File: src/rtl/icache_waysel_s1.sv
// S0->S1 stage of the icache lookup: registers the per-way tag results and
// owns the hit / miss / tag-error sequencing FSM that drives the way-select bus.
module icache_waysel_s1 #(
  parameter int NWAYS = 4,
  parameter int WAYW  = 2
) (
  input  logic             clk,
  input  logic             rst,
  input  logic             stall_s1,
  input  logic [NWAYS-1:0] tag_match_s0,
  input  logic [NWAYS-1:0] tag_vld_s0,
  input  logic [NWAYS-1:0] tag_perr_s0,
  input  logic             tlb_cam_miss_s0,
  input  logic             cam_vld_s0,
  input  logic             fill_done,
  input  logic             inv_ack,
  output logic [NWAYS-1:0] waysel_buf_s1,
  output logic [NWAYS-1:0] alltag_err_s1,
  output logic             tlb_cam_miss_s1,
  output logic             cam_vld_s1,
  output logic             ic_hit_s1,
  output logic             ic_miss_s1,
  output logic             mhit_s1,
  output logic             inv_req,
  output logic [WAYW-1:0]  inv_way,
  output logic             busy
);

  typedef enum logic [1:0] {
    IDLE      = 2'd0,
    ERR_INV   = 2'd1,
    MISS_WAIT = 2'd2
  } state_e;

  state_e           state_q, state_d;
  logic [NWAYS-1:0] waysel_q, waysel_d;
  logic [NWAYS-1:0] tagerr_q, tagerr_d;
  logic [NWAYS-1:0] errmask_q, errmask_d;
  logic             tlbmiss_q, tlbmiss_d;
  logic             camvld_q, camvld_d;

  logic             qual_s;
  logic             err_any_s;
  logic             way_any_s;
  logic             way_multi_s;
  logic             miss_s;
  logic             err_take_s;
  logic             load_s;
  logic [WAYW-1:0]  inv_idx_s;
  logic [NWAYS-1:0] inv_onehot_s;

  // Index of the lowest set bit; the sweep invalidates errored ways low to high.
  function automatic logic [WAYW-1:0] lowest_idx(input logic [NWAYS-1:0] m);
    logic [WAYW-1:0] idx;
    idx = '0;
    for (int i = NWAYS - 1; i >= 0; i--) begin
      if (m[i]) begin
        idx = WAYW'(i);
      end
    end
    return idx;
  endfunction

  // Qualified lookup decode from the S1 flops.
  always_comb begin
    qual_s      = camvld_q & ~tlbmiss_q & (state_q == IDLE);
    err_any_s   = |tagerr_q;
    way_any_s   = |waysel_q;
    way_multi_s = |(waysel_q & (waysel_q - {{(NWAYS-1){1'b0}}, 1'b1}));
    miss_s      = qual_s & ~err_any_s & ~way_any_s & ~stall_s1;
    err_take_s  = qual_s & err_any_s & ~stall_s1;
    inv_idx_s   = lowest_idx(errmask_q);
    inv_onehot_s = {{(NWAYS-1){1'b0}}, 1'b1} << inv_idx_s;
  end

  // Sequencing FSM next-state and errored-way mask.
  always_comb begin
    state_d   = state_q;
    errmask_d = errmask_q;
    case (state_q)
      IDLE: begin
        if (err_take_s) begin
          state_d   = ERR_INV;
          errmask_d = tagerr_q;
        end else if (miss_s) begin
          state_d = MISS_WAIT;
        end else begin
          state_d = IDLE;
        end
      end
      ERR_INV: begin
        if (inv_ack) begin
          errmask_d = errmask_q & ~inv_onehot_s;
          // The refetch after the sweep rides the miss path without a new miss pulse.
          if (errmask_d == '0) begin
            state_d = MISS_WAIT;
          end else begin
            state_d = ERR_INV;
          end
        end else begin
          state_d = ERR_INV;
        end
      end
      MISS_WAIT: begin
        if (fill_done) begin
          state_d = IDLE;
        end else begin
          state_d = MISS_WAIT;
        end
      end
      default: begin
        state_d   = IDLE;
        errmask_d = '0;
      end
    endcase
  end

  // S1 capture: loads only while idle and staying idle; a busy FSM drops cam_vld.
  always_comb begin
    load_s    = ~stall_s1 & (state_q == IDLE) & (state_d == IDLE);
    waysel_d  = waysel_q;
    tagerr_d  = tagerr_q;
    tlbmiss_d = tlbmiss_q;
    camvld_d  = camvld_q;
    if (load_s) begin
      waysel_d  = tag_match_s0 & tag_vld_s0;
      tagerr_d  = tag_perr_s0 & tag_vld_s0;
      tlbmiss_d = tlb_cam_miss_s0;
      camvld_d  = cam_vld_s0;
    end else if (state_q != IDLE) begin
      camvld_d = 1'b0;
    end else begin
      camvld_d = camvld_q;
    end
  end

  // State and S1 registers.
  always_ff @(posedge clk or posedge rst) begin
    if (rst) begin
      state_q   <= IDLE;
      errmask_q <= '0;
      waysel_q  <= '0;
      tagerr_q  <= '0;
      tlbmiss_q <= 1'b0;
      camvld_q  <= 1'b0;
    end else begin
      state_q   <= state_d;
      errmask_q <= errmask_d;
      waysel_q  <= waysel_d;
      tagerr_q  <= tagerr_d;
      tlbmiss_q <= tlbmiss_d;
      camvld_q  <= camvld_d;
    end
  end

  assign waysel_buf_s1   = waysel_q;
  assign alltag_err_s1   = tagerr_q;
  assign tlb_cam_miss_s1 = tlbmiss_q;
  assign cam_vld_s1      = camvld_q;
  assign ic_hit_s1       = qual_s & ~err_any_s & way_any_s;
  assign mhit_s1         = ic_hit_s1 & way_multi_s;
  assign ic_miss_s1      = miss_s;
  assign busy            = (state_q != IDLE);
  assign inv_req         = (state_q == ERR_INV);
  assign inv_way         = inv_req ? inv_idx_s : '0;

  icache_waysel_s1_chk #(.WAYW(WAYW)) u_chk (
    .clk        (clk),
    .rst        (rst),
    .inv_req    (inv_req),
    .inv_ack    (inv_ack),
    .inv_way    (inv_way),
    .busy       (busy),
    .ic_hit_s1  (ic_hit_s1),
    .ic_miss_s1 (ic_miss_s1)
  );

endmodule

// Protocol checks on the way-select outputs.
module icache_waysel_s1_chk #(
  parameter int WAYW = 2
) (
  input logic            clk,
  input logic            rst,
  input logic            inv_req,
  input logic            inv_ack,
  input logic [WAYW-1:0] inv_way,
  input logic            busy,
  input logic            ic_hit_s1,
  input logic            ic_miss_s1
);

  a_inv_busy: assert property (@(posedge clk) disable iff (rst) inv_req |-> busy);
  a_inv_hold: assert property (@(posedge clk) disable iff (rst)
    (inv_req && !inv_ack) |=> (inv_req && $stable(inv_way)));
  a_hit_miss: assert property (@(posedge clk) disable iff (rst) !(ic_hit_s1 && ic_miss_s1));
  a_miss_idle: assert property (@(posedge clk) disable iff (rst) ic_miss_s1 |-> !busy);

endmodule

File: config.mk
export PLATFORM = sky130hd
export DESIGN_NAME = icache_waysel_s1
export DESIGN_NICKNAME = d
export VERILOG_FILES = /design/src/rtl/icache_waysel_s1.sv
export SDC_FILE = /design/constraint.sdc
export NUM_CORES = 1
export LEC_CHECK = 0
export ABC_AREA = 1
export CAP_MARGIN = 30
export CORE_MARGIN = 2
export CORE_UTILIZATION = 48
export DETAILED_ROUTE_END_ITERATION = 8
export GPL_ROUTABILITY_DRIVEN = 0
export GPL_TIMING_DRIVEN = 1
export PLACE_DENSITY = 0.84
export SYNTH_ARGS = -nofsm -noshare
export SYNTH_HDL_FRONTEND = slang
export SYNTH_HIERARCHICAL = 1
export SYNTH_SLANG_ARGS = --single-unit
File: constraint.sdc
create_clock -name clk -period 3.3 [get_ports clk]
set_clock_uncertainty 0.15 [all_clocks]
set_input_delay 0.99 -clock clk [delete_from_list [all_inputs] [get_ports clk]]
set_output_delay 0.99 -clock clk [all_outputs]
set_load 0.02 [all_outputs]
# Word level (Yosys, flattened, before mapping)

Index checks and enable logic that the tools add are counted.

Bits in registers: 16
Output and inout bits: 17

Add/subtract/negate cells: 1
Eq/ne operators: 4
Shifts and indexed selects: 1
Multiplexer cells: 16
Bitwise logic cells: 21
Reduce and logical (&&, ||, !) cells: 9

Operators by type and width:

| cell                | number |
|---|---|
| $mux 2              | 10 |
| $and 4x4->4         | 4 |
| $pmux 4 s3          | 1 |
| $reduce_or 4->1     | 3 |
| $and 1x1->1         | 11 |
| $mux 4              | 2 |
| $pmux 2 s3          | 1 |
| $not 1->1           | 5 |
| $logic_not 2->1     | 2 |
| $logic_not 4->1     | 1 |
| $ne 2x2->1 const B  | 2 |
| $not 4->4           | 1 |
| $reduce_bool 2->1   | 2 |
| $shl 1x2->4 const A | 1 |
| $sub 4x1->4 const B | 1 |
| $reduce_and 3->1    | 1 |
| $eq 2x1->1 const B  | 1 |
| $eq 2x2->1 const B  | 1 |
| $mux 1              | 2 |

# Logic depth before layout (Yosys ltp)

Word-level depth: 14
Gate-level depth with buffers: 10

# Least setup slack after synthesis

OpenSTA, ideal clock, no wires.

Path type: reg2out
Start: reg camvld_q (netlist: cam_vld_s1)
End: out mhit_s1
Data arrival time: 1490 ps
Path slack: 670 ps
Stages on the path, launching flop included: 5
Cells stage by stage: dfrtp_1 -> inv_1 -> nor2_1 -> nand2_4 -> nor4_1

Longest elaborated chain between the ends: 5

Ends and longest elaborated chain:

| item                     | RTL line | RTL |
|---|---|---|
| start, declared          | 40       | `logic camvld_q, camvld_d;` |
| start signal, assigned   | 152      | `camvld_q <= camvld_d;` |
| $and 1x1->1 (2 in a row) | 66       | `qual_s = camvld_q & ~tlbmiss_q & (state_q == IDLE);` |
| $and 1x1->1 (2 in a row) | 160      | `assign ic_hit_s1 = qual_s & ~err_any_s & way_any_s;` |
| $and 1x1->1              | 161      | `assign mhit_s1 = ic_hit_s1 & way_multi_s;` |
| end, declared            | 23       | `output logic mhit_s1,` |

No other way between the ends.

# Final worst setup path

Start: reg state_q[1]
End: out mhit_s1

Longest elaborated chain between the ends: 5

Ends and longest elaborated chain:

| item                     | RTL line | RTL |
|---|---|---|
| start, declared          | 35       | `state_e state_q, state_d;` |
| start signal, assigned   | 147      | `state_q <= state_d;` |
| $logic_not 2->1          | 66       |  |
| $and 1x1->1              | 66       |  |
| $and 1x1->1 (2 in a row) | 160      |  |
| $and 1x1->1              | 161      |  |

No other way between the ends.

==> impl_results.md <==
* Total core area at 2000 um2
* Compound-Gate Fraction of Synth Area at 5.55%
* Num CTS Buffers at 3
* Postcts setup bufs at 0
* Fin cells at 200
* Clock slew at reported path FFs at 0.09 ns
* P_int at 572 uW
* Syn avg cell area at 7.57 um2
* Critical Path AT at 2.00 ns
* Hold Violations, Final at 0
* Io pins at 36
* Crit path launch type: flop
* Dpl ws at -0.0985 ns
* Pleak at 0.702 nW
* Die H at 50.5 um
* Post-Synth Simple-Gate Area at 46.0%
* Flops & latches, synth at 16
* Post-synthesis mux area share at 0%
* Outcome: completed
* Pwr dens at 788 nW/um2
* Drt drc at 0
* Row cnt at 16
* Antenna cells at 0
* Final #Nets at 194
* Drt wl/cell at 11.8 um
* Die X at 50.5 um
* Critical Path Fanout Max at 6
* CP required at 2.16 ns
* Slew HR at 58.5%
* Ys Warns at 6
* Post-synthesis cell type count at 24
* Number of synthesized flops with an enable pin at 0
* Initial antenna violation count at 0
* Worst-Margin Slew at 0.622 ns
* Syn Nets at 156
* Post-synth top cells: nand2_1, dfrtp_1, inv_1, nor2_1, nand3_2
* Placed cells at 197
* Clk network pwr share at 9.3%
* Max-cap violations at 0
* Number of global-route vias before repair at 960
* Worst min path class: flop to flop
* Combinational group share of total power at 59.4%
* Area leader, netlist: dfrtp_1
* Sw Share at 48.7%
* Sink Count at 16
* Synth Area in Adders at 0%
* I/O Buffers at 35
* Period utilisation layout at 95.1%
* Vias per cell at 4.98
* Layout area overhead at 36.6%
* Max Used Layer: met4
* Switch Pwr at 544 uW
* Initial core utilization at 51.8%
* Max clock buf depth at 2
* DRT Pass-1 Iters at 4
* Count of pins over their slew limit at 0
* DR WL met2 at 1300 um
* Met1 WL at 909 um
* GRT Total Usage at 21.4%
* Post-Route WL at 2370 um
* Met3 wire length at 118 um
* Post-Synth XOR/XNOR Area at 0%
* Via count at 995
* Fin crit period at 3.14 ns
* H-tree levels at 1
* F_max at 319 MHz
* Largest family of logic cells by synthesized area: simple AND/OR/NAND/NOR gates
* Seq/Total Area, Yosys at 38.6%
* Largest net degree at the start of global routing at 17
* First-pass GRT wire length at 4130 um
* Top-count cell post-synth: nand2_1
* Flop pwr share at 31.4%
* Hpwl dp at 1850 um
* Primary FF master, synth: dfrtp_1
* # fillers at 158
* Tot Pwr at 1.12 mW
* Synth area leaders: dfrtp_1, nand2_1, nand3_2
* Crit path kind: flop to primary output
* Post-synth top area share at 38.6%
* Cells after Synth at 137
* Cell area after synthesis at 1040 um2
* Share of layout cells above drive strength 1 at 15.6%
* Hold slack at 0.385 ns
* Final setup violation count at 0
* TritonCTS clock tree: done
* Worst-Skew Late Latency at 0.29 ns
* Crit end category: primary output
* Antenna Nets Post-Route at 0
* Max VDD drop at 0.437 mV
* Die area at 2550 um2
* Asr flop ratio synth at 100%
* Clock Tree Root: clkbuf_4
* Starting DRC count in detailed routing at 30
* Grt ovf at 0
* RSZ-0062 raised after global routing: no
* Setup WS post-layout at 0.162 ns
[registers in the layout, indices dropped and copies added (netlist names)]
signal,cells
alltag_err_s1,4
cam_vld_s1,1
errmask_q,4
state_q,2
tlb_cam_miss_s1,1
waysel_buf_s1,4
[cells in the final DEF, fill, tap and decap left out, types with 2 or more instances in the layout]
cell type and count:
inv_1 15, nor2_2 2, o21ai_0 3, nand2_2 2, nand2_1 44, nor3_1 3, dfrtp_1 16, nand3_2 10
inv_2 4, nand3_1 6, clkbuf_4 3, a21oi_1 6, nor2_4 2, nor2_1 13, clkdlybuf4s50_1 34
[cell type report]
type | instances | area [um2] | share of cell area (%)
clock buffers | 3 | 22.5 | 1.59
inverters | 20 | 76.3 | 5.39
multi-input cells | 99 | 534 | 37.7
flip-flops and latches | 16 | 400 | 28.3
well taps | 27 | 33.8 | 2.39
repair buffers | 35 | 349 | 24.6
[routing by layer]
metal	up-vias	track usage (%)
met2	34	38.2
met5	-	0
met3	4	2.68
met4	0	8.11
met1	455	26.1
li1	502	-
[timing repair]
action,4_1_cts,5_1_grt
gates resized for setup,1,0
setup endpoints to repair,1,0
hold buffers,0,0
[final timing paths]
kind | to | depth (start not counted) | startpoint | slack, ns
max | mhit_s1 | 4 | state_q[1]$_DFF_PP0_ | 0.16
min | waysel_buf_s1[2]$_DFFE_PP0P_ | 2 | waysel_buf_s1[2]$_DFFE_PP0P_ | 0.38
max reg2reg | waysel_buf_s1[0]$_DFFE_PP0P_ | 8 | alltag_err_s1[3]$_DFFE_PP0P_ | 1.48
min reg2reg | waysel_buf_s1[2]$_DFFE_PP0P_ | 2 | waysel_buf_s1[2]$_DFFE_PP0P_ | 0.38
max in group asynchronous | state_q[0]$_DFF_PP0_ | 2 | rst | 1.68
min in group asynchronous | tlb_cam_miss_s1$_DFFE_PP0P_ | 2 | rst | 0.92
[critical path: stages (launching register included)]
cell	delay, ns
dfrtp_1	0.46
nor2_4	0.24
nand2_4	0.08
nor4_1	0.28
clkdlybuf4s50_1	0.65
[kinds of logic (layout without fill, tap and decap cells)]
family | count (synthesis) | after routing
flops | 16 | 16
simple gates | 88 | 88
compound gates | 11 | 11
buf+inv | 22 | 58
[per-stage QoR]
stage               util (%)  TNS, ns  area, um2
floorplan                  -        0       1040
global placement        69.7   -0.101       1400
detailed placement      69.7  -0.0985       1400
CTS                     70.8        0       1420
global route            70.8        0       1420
finish                  70.8        0       1420
[power groups by stage]
| stage | combinational [mW] | sequential (mW) | clock, mW |
|---|---|---|---|
| after floorplan | 0.410 | 0.395 | 0 |
| after global placement | 0.647 | 0.350 | 0 |
| after detailed placement | 0.666 | 0.352 | 0 |
| after CTS | 0.668 | 0.349 | 0.106 |
| after global routing | 0.734 | 0.364 | 0.113 |
| final | 0.663 | 0.350 | 0.103 |
Power figures use the tool's default switching activity.
